$ cat src/rtl/servo_pkg.sv
// Shared types and constants for the servo command sequencer.
package servo_pkg;

   typedef enum logic [1:0] {StIdle, StAxis, StValue, StCheck} state_e;

   localparam logic [7:0] SYNC_BYTE   = 8'hFF;
   localparam logic [7:0] CHK_XOR     = 8'hA5;
   localparam logic [7:0] AXIS_X      = 8'h00;
   localparam logic [7:0] AXIS_Y      = 8'h01;
   localparam logic [7:0] AXIS_XY     = 8'h02;
   localparam logic [7:0] DEFAULT_POS = 8'd128;

endpackage

$ cat src/rtl/servo_timeout_ctr.sv
// Inter-byte timeout counter: saturates at TIMEOUT_CYCLES-1 and flags expiry there.
module servo_timeout_ctr #(
   parameter int unsigned TIMEOUT_CYCLES = 100000
) (
   input  logic clk50mhz,
   input  logic rst,
   input  logic clear,
   input  logic enable,
   output logic expired
);

   localparam int unsigned W = (TIMEOUT_CYCLES > 1) ? $clog2(TIMEOUT_CYCLES) : 1;
   localparam logic [W-1:0] LAST = W'(TIMEOUT_CYCLES - 1);

   logic [W-1:0] cnt_q;

   always_ff @(posedge clk50mhz or posedge rst) begin
      if (rst) begin
         cnt_q <= '0;
      end else if (clear) begin
         cnt_q <= '0;
      end else if (enable && (cnt_q != LAST)) begin
         cnt_q <= cnt_q + 1'b1;
      end
   end

   assign expired = enable && (cnt_q == LAST);

endmodule

$ cat src/rtl/servo_cmd_sequencer.sv
// Parses SYNC/AXIS/VALUE/CHK packets into pending targets and commits them on frame_start.
module servo_cmd_sequencer #(
   parameter int unsigned CLK_FREQ       = 50000000,
   parameter int unsigned TIMEOUT_CYCLES = 100000,
   parameter logic [7:0]  SYNC_BYTE      = servo_pkg::SYNC_BYTE,
   parameter logic [7:0]  DEFAULT_POS    = servo_pkg::DEFAULT_POS
) (
   input  logic       clk50mhz,
   input  logic       rst,
   input  logic [7:0] rx_data,
   input  logic       rx_valid,
   input  logic       frame_start,
   output logic [7:0] x_target,
   output logic [7:0] y_target,
   output logic       update_pulse,
   output logic       chk_err,
   output logic       timeout_err,
   output logic       busy
);

   import servo_pkg::*;

   if (CLK_FREQ == 0 || TIMEOUT_CYCLES < 2) begin : g_bad_cfg
      $error("servo_cmd_sequencer: invalid CLK_FREQ or TIMEOUT_CYCLES");
   end

   state_e     state_q, state_d;
   logic [7:0] axis_q, axis_d, value_q, value_d;
   logic [7:0] pend_x_q, pend_x_d, pend_y_q, pend_y_d;
   logic       pend_valid_q, pend_valid_d;
   logic [7:0] x_q, x_d, y_q, y_d;
   logic       update_q, update_d, chk_err_q, chk_err_d;
   logic       timeout_err_q, timeout_err_d, busy_q, busy_d;
   logic       expired;

   servo_timeout_ctr #(
      .TIMEOUT_CYCLES(TIMEOUT_CYCLES)
   ) u_timeout (
      .clk50mhz(clk50mhz),
      .rst     (rst),
      .clear   (rx_valid || (state_q == StIdle)),
      .enable  (state_q != StIdle),
      .expired (expired)
   );

   always_comb begin
      state_d       = state_q;
      axis_d        = axis_q;
      value_d       = value_q;
      pend_x_d      = pend_x_q;
      pend_y_d      = pend_y_q;
      pend_valid_d  = pend_valid_q;
      x_d           = x_q;
      y_d           = y_q;
      update_d      = 1'b0;
      chk_err_d     = 1'b0;
      timeout_err_d = 1'b0;

      // Commit reads the old pending values, so a packet accepted this cycle waits a frame.
      if (frame_start && pend_valid_q) begin
         x_d          = pend_x_q;
         y_d          = pend_y_q;
         update_d     = 1'b1;
         pend_valid_d = 1'b0;
      end

      if (rx_valid) begin
         unique case (state_q)
            StIdle: begin
               if (rx_data == SYNC_BYTE) state_d = StAxis;
            end
            StAxis: begin
               if (rx_data == SYNC_BYTE) begin
                  state_d = StAxis;
               end else if (rx_data <= AXIS_XY) begin
                  axis_d  = rx_data;
                  state_d = StValue;
               end else begin
                  chk_err_d = 1'b1;
                  state_d   = StIdle;
               end
            end
            StValue: begin
               value_d = rx_data;
               state_d = StCheck;
            end
            StCheck: begin
               if (rx_data == (axis_q ^ value_q ^ CHK_XOR)) begin
                  if (axis_q != AXIS_Y) pend_x_d = value_q;
                  if (axis_q != AXIS_X) pend_y_d = value_q;
                  pend_valid_d = 1'b1;
               end else begin
                  chk_err_d = 1'b1;
               end
               state_d = StIdle;
            end
            default: state_d = StIdle;
         endcase
      end else if (expired) begin
         state_d       = StIdle;
         timeout_err_d = 1'b1;
      end

      busy_d = (state_d != StIdle);
   end

   always_ff @(posedge clk50mhz or posedge rst) begin
      if (rst) begin
         state_q       <= StIdle;
         axis_q        <= '0;
         value_q       <= '0;
         pend_x_q      <= DEFAULT_POS;
         pend_y_q      <= DEFAULT_POS;
         pend_valid_q  <= 1'b0;
         x_q           <= DEFAULT_POS;
         y_q           <= DEFAULT_POS;
         update_q      <= 1'b0;
         chk_err_q     <= 1'b0;
         timeout_err_q <= 1'b0;
         busy_q        <= 1'b0;
      end else begin
         state_q       <= state_d;
         axis_q        <= axis_d;
         value_q       <= value_d;
         pend_x_q      <= pend_x_d;
         pend_y_q      <= pend_y_d;
         pend_valid_q  <= pend_valid_d;
         x_q           <= x_d;
         y_q           <= y_d;
         update_q      <= update_d;
         chk_err_q     <= chk_err_d;
         timeout_err_q <= timeout_err_d;
         busy_q        <= busy_d;
      end
   end

   assign x_target     = x_q;
   assign y_target     = y_q;
   assign update_pulse = update_q;
   assign chk_err      = chk_err_q;
   assign timeout_err  = timeout_err_q;
   assign busy         = busy_q;

endmodule

$ cat config.mk
export PLATFORM = sky130hd
export DESIGN_NAME = servo_cmd_sequencer
export DESIGN_NICKNAME = d
export VERILOG_FILES = /design/src/rtl/servo_pkg.sv /design/src/rtl/servo_timeout_ctr.sv /design/src/rtl/servo_cmd_sequencer.sv
export SDC_FILE = /design/constraint.sdc
export NUM_CORES = 1
export LEC_CHECK = 0
export ABC_AREA = 1
export BUFFER_PORTS_ARGS = -buffer_cell sky130_fd_sc_hd__buf_2
export CAP_MARGIN = 20
export CORE_MARGIN = 10
export CORE_UTILIZATION = 40
export CTS_CLUSTER_SIZE = 28
export DETAILED_ROUTE_END_ITERATION = 16
export GPL_TIMING_DRIVEN = 0
export PLACE_DENSITY = 0.66
export RECOVER_POWER = 25
export SYNTH_ARGS = -nofsm -noshare
export SYNTH_HDL_FRONTEND = slang
export SYNTH_SLANG_ARGS = --single-unit
$ cat constraint.sdc
create_clock -name clk50mhz -period 2.2 [get_ports clk50mhz]
set_clock_uncertainty 0.1 [all_clocks]
set_input_delay 0.22 -clock clk50mhz [delete_from_list [all_inputs] [get_ports clk50mhz]]
set_output_delay 0.22 -clock clk50mhz [all_outputs]
set_load 0.02 [all_outputs]
# == Word-level counts from Yosys, hierarchy flattened ==
# Index checks and enable logic that the tools add are counted.
# classes
n_eq_ne,8
order_cmp,1
bitwise_logic,3
mux,20
n_reduce_logical,13
n_addsub,1
# ops
operator,count
17-bit 2-to-1 mux,2
17-bit by 1-bit adder with 17-bit output (second input constant),1
17-bit == test (second input constant),1
17-bit != test (second input constant),1
4-bit AND reduction,3
1-bit 2-to-1 mux,11
2-bit 2-to-1 mux,5
8-bit == test,1
8-bit == test (second input constant),1
8-bit by 2-bit less-or-equal comparator with 1-bit output (second input constant),1
8-bit by 1-bit != test with 1-bit output (second input constant),1
2-bit one-hot mux with 4 select lines,1
8-bit nonzero test,1
8-bit XOR,1
2-bit nonzero test,3
2-bit == test (second input constant),2
4-bit NOT,1
1-bit logical AND,3
2-bit by 1-bit == test with 1-bit output (second input constant),1
2-bit zero test,1
1-bit one-hot mux with 2 select lines,1
2-bit AND reduction,1
1-bit logical OR,1
1-bit NOT,1
# totals
output_inout_bits,20
reg_bits,72

# == Longest topological paths before layout ==
# depth
word_depth,6
ltp_mapped,12
mapped_depth_nobuf,11

# == Cells and area by module ==
# Synthesis repeated with hierarchy kept, for this count alone.
# unflattened
cells_unflattened,520
hier_area_um2,3860.0
# modules_own_cells
module,area_per_inst_um2,cells_per_inst,n_inst,seq_area_each_um2
servo_cmd_sequencer,2673.8,345,1,1381.3
servo_timeout_ctr,1186.1,175,1,425.4

# == Worst setup path after synthesis ==
# OpenSTA, ideal clock, no wires.
# synth_path
path_type,register -> register
from,register u_timeout.cnt_q[1]
to,register u_timeout.cnt_q[16]
t_arrival_ps,1331
path_stages_with_launch,10
n_path_buf,0
slack_ps,648
required_time_ps,1979
path_cell_list,dfrtp_1 -> ha_1 -> nand3_2 -> nor2_2 -> nand2_1 -> nor2_2 -> nand2_1 -> nor2_1 -> xnor2_1 -> nor2_1
# synth_between
elab_chain_cells,3
# synth_lines
element,line,text
from (decl),servo_timeout_ctr.sv:15,logic [W-1:0] cnt_q;
from (signal assigned),servo_timeout_ctr.sv:23,cnt_q <= cnt_q + 1'b1;
17-bit by 1-bit adder with 17-bit output / 17-bit != test (equally long branches),"servo_timeout_ctr.sv:23, servo_timeout_ctr.sv:22",
17-bit 2-to-1 mux / 1-bit logical AND (equally long branches),servo_timeout_ctr.sv:22,end else if (enable && (cnt_q != LAST)) begin
17-bit 2-to-1 mux / 2-bit nonzero test (equally long branches),n/a,
# Parallel ways exist; a longest one is shown, timed or not. The select of a mux whose other input is x is not followed.
# A chain may end at the register's enable or synchronous reset.

# == Final worst setup path ==
# layout_path
from,register value_q[6]
to,register pend_x_q[1]
# layout_between
elab_chain_cells,3
# layout_lines
element,line,text
from (decl),servo_cmd_sequencer.sv:28,"logic [7:0] axis_q, axis_d, value_q, value_d;"
from (signal assigned),servo_cmd_sequencer.sv:124,value_q <= value_d;
8-bit XOR,servo_cmd_sequencer.sv:88,if (rx_data == (axis_q ^ value_q ^ CHK_XOR)) begin
8-bit == test,servo_cmd_sequencer.sv:88,
4-bit AND reduction (no line),n/a,
to (signal assigned),servo_cmd_sequencer.sv:125,pend_x_q <= pend_x_d;
to (decl),servo_cmd_sequencer.sv:29,"logic [7:0] pend_x_q, pend_x_d, pend_y_q, pend_y_d;"
# No other way between the ends.

==> results.md <==
- Post-Route Utilization: 47.22%
- Fraction of layout cells with a size suffix above 1: 10.04%
- Global route overflow: 0
- Fillers: 849
- Hold-fix buffers at CTS: 2
- WP buf/inv: 1
- Die height: 113.9 um
- Placer congestion estimate: 0.8903
- DR vias/cell: 4.904
- Critical path's largest stage delay: 0.47 ns
- Reg2reg end: pend_x_q[1]
- 1st-iter DRT viols: 214
- Area growth, synth to finish: 15.57%
- Row count: 34
- Hold_sp: rx_data[0]
- Critical path class: reg2reg
- Vias: 3021
- Fin nets: 516
- GRT Total Usage: 12.55%
- Period minus WS final: 1.835 ns
- Leakage power: 2.116 nW
- Post-route insts no fill: 616
- First-pass GRT wire length: 13550 um
- Largest family of logic cells by synthesized area: simple AND/OR/NAND/NOR gates
- Reg2Reg Depth: 10
- Dpl hpwl: 5618 um
- Post-placement cell count: 598
- Root Driver: clkbuf_8
- Most frequent cells in the layout: nand2_1, dfrtp_1, inv_1
- Core area: 8636 um2
- Port bufs: 30
- Worst-Margin Slew: 0.8710 ns
- Compound-Gate Fraction of Synth Area: 4.397%
- Vias in the first global route: 2951
- Critical path's top delay family: simple AND/OR/NAND/NOR gates
- Antenna cells: 0
- Slowest-stage cell, CP: dfrtp_1
- Synth Area in Adders: 0.3546%
- Period utilization: 83.41%
- Ports: 32
- Crit end category: flop
- Outcome: finished, final reports clean
- Initial Util: 40.86%
- Synthesized Nets: 473
- Register area share after synthesis: 51.21%
- Setup TNS: 0 ns
- Syn Area/Cell: 7.670 um2
- Final hold violation count: 0
- Worst hold stages: 3
- Die X-Extent: 113.9 um
- Final WS setup: 0.3650 ns
- Largest net degree at the start of global routing: 73
- Mapped Area: 3528 um2
- Place WS: 0.3719 ns
- Mapped Cells: 460
- Pwr per Cell Area: 855.3 nW/um2
- Most frequent CP cell: nand2_1
- Post CTS Setup Buffer Count: 0
- Hold EP: axis_q[0]
- Post-DRT Antenna Nets: 0
- Fmax: 544.9 MHz
- CP cell instances: inv_1, nand2_1, nand2_1, nand2_1, nand2_1, nand3_1, nor2_1, nand4_1, nand2_1, nand2_1
- Clk slew on worst S/H paths: 0.09 ns
- Simple-gate share of the synthesized area: 36.28%
- # DRC: 0
- Max rail drop VDD: 0.3767 mV
- CTS tree: yes
- Distinct cells, synth: 28
- Total clock sinks: 72
- Register area: 1807 um2
- Die area: 12980 um2
- Xor and xnor area share after synthesis: 0.7447%
- Crit path DAT: 1.99 ns
- Initial antenna violation count: 0
- Slew HR: 41.93%
- Mux share of post-synthesis cell area: 0%
- TritonCTS buffer count: 9
- Latest clock arrival within the worst-skew pair: 0.34 ns
- Final setup vio count: 0
- Pre-Repair DR Iteration Count: 4
- CP max FO: 8
- Flop2flop setup slack: 0.36 ns
- Critical path launch point type: flop
- Worst Path Required: 2.35 ns
- Post_cts resized: 0
- Max Cap Viol: 0
- Reg-to-Reg Start: value_q[6]
- Routed len/inst: 12.61 um
- Longest Clk Path Bufs: 2
- Synthesis Warnings: 0
- RSZ-0062 raised after global routing: no
- Commonest non-fill, non-tap cell in the layout: nand2_1
- Htree depth: 3
- Worst hold path type: in2reg
- Final wirelength: 7765 um
- Post-synthesis sequential element count: 72
- Max-slew violations: 0
- Area occupied by multi-input gates: 1471 um2
-- layer usage --
| metal | global-route usage (%) | vias to the layer above | part of all wire (%) |
|---|---|---|---|
| li1 | - | 1559 | - |
| met1 | 16.86 | 1382 | 49 |
| met2 | 19.02 | 68 | 43 |
| met3 | 2.677 | 12 | 5.6 |
| met4 | 5.514 | 0 | 1.8 |
| met5 | 0 | - | 0 |
-- cells in the mapped netlist (all sizes together) --
| cell | n | area share, % |
|---|---|---|
| ha | 1 | 0.35 |
| nand3 | 29 | 4.3 |
| buf | 4 | 0.85 |
| nor4 | 5 | 1.1 |
| nand2 | 183 | 20 |
| and2 | 1 | 0.18 |
| o21ai | 23 | 3.3 |
| dfstp | 4 | 3.0 |
| dfrtp | 68 | 48 |
| clkinv | 1 | 0.11 |
| nor3 | 13 | 2.0 |
| xnor2 | 1 | 0.25 |
| nand4 | 27 | 4.8 |
| inv | 53 | 5.6 |
| nor2 | 31 | 4.1 |
| or2 | 2 | 0.35 |
| clkbuf | 4 | 0.43 |
| xor2 | 2 | 0.50 |
| a21oi | 8 | 1.1 |
-- how the worst max path moves through the flow --
stage	from	to	slack [ns]	cells past startpoint
global placement	rst	y_target[5]	-0.83	2
global route	u_timeout.cnt_q[1]	u_timeout.cnt_q[16]	0.20	9
CTS	value_q[6]	pend_x_q[1]	0.36	10
floorplan	rst	axis_q[0]	0.06	1
finish	value_q[6]	pend_x_q[1]	0.36	10
detailed placement	value_q[6]	pend_x_q[1]	0.37	10
-- logic make-up after synthesis --
logic type | after synthesis
compound gates | 31
xor+xnor | 3
fa+ha+maj | 1
buf+inv | 62
flops | 72
simple gates | 291
-- stage by stage --
step / hold WS (ns) / power [mW] / area, um2
after CTS: 0.01997 / 3.514 / 4106
after global placement: 0.3052 / 2.083 / 3814
after global routing: 0.04779 / 3.684 / 4078
final: 0.03439 / 3.488 / 4078
after detailed placement: 0.3086 / 2.110 / 3816
after floorplan: 0.2006 / 1.951 / 3528
-- power breakdown --
part / total, mW / switching, mW / leakage (nW) / internal, mW
Clock: 1.40 / 0.501 / 0.134 / 0.902
Combinational: 0.509 / 0.336 / 1.05 / 0.173
Sequential: 1.58 / 0.153 / 0.937 / 1.42
Total: 3.49 / 0.989 / 2.12 / 2.50
-- tightest hold or removal path, stage by stage --
cell and delay (ns):
buf_2 0.11, nand2_1 0.05, o21ai_0 0.06
-- state kept, by name (all words and copies together), names as in the netlist --
register         flops
timeout_err          1
axis_q               8
pend_y_q             8
chk_err              1
state_q              2
update_pulse         1
y_target             8
pend_x_q             8
u_timeout.cnt_q     17
busy                 1
pend_valid_q         1
x_target             8
value_q              8
-- area by class of cell --
type	count	share of cell area (%)
multi-input cells	326	36.08
plain buffers	8	1.105
flip-flops and latches	72	44.31
well taps	108	3.314
inverters	54	5.032
repair buffers	32	3.529
clock inverters	5	3.160
clock buffers	11	3.467
No activity file was read; power rests on OpenSTA's default activity.
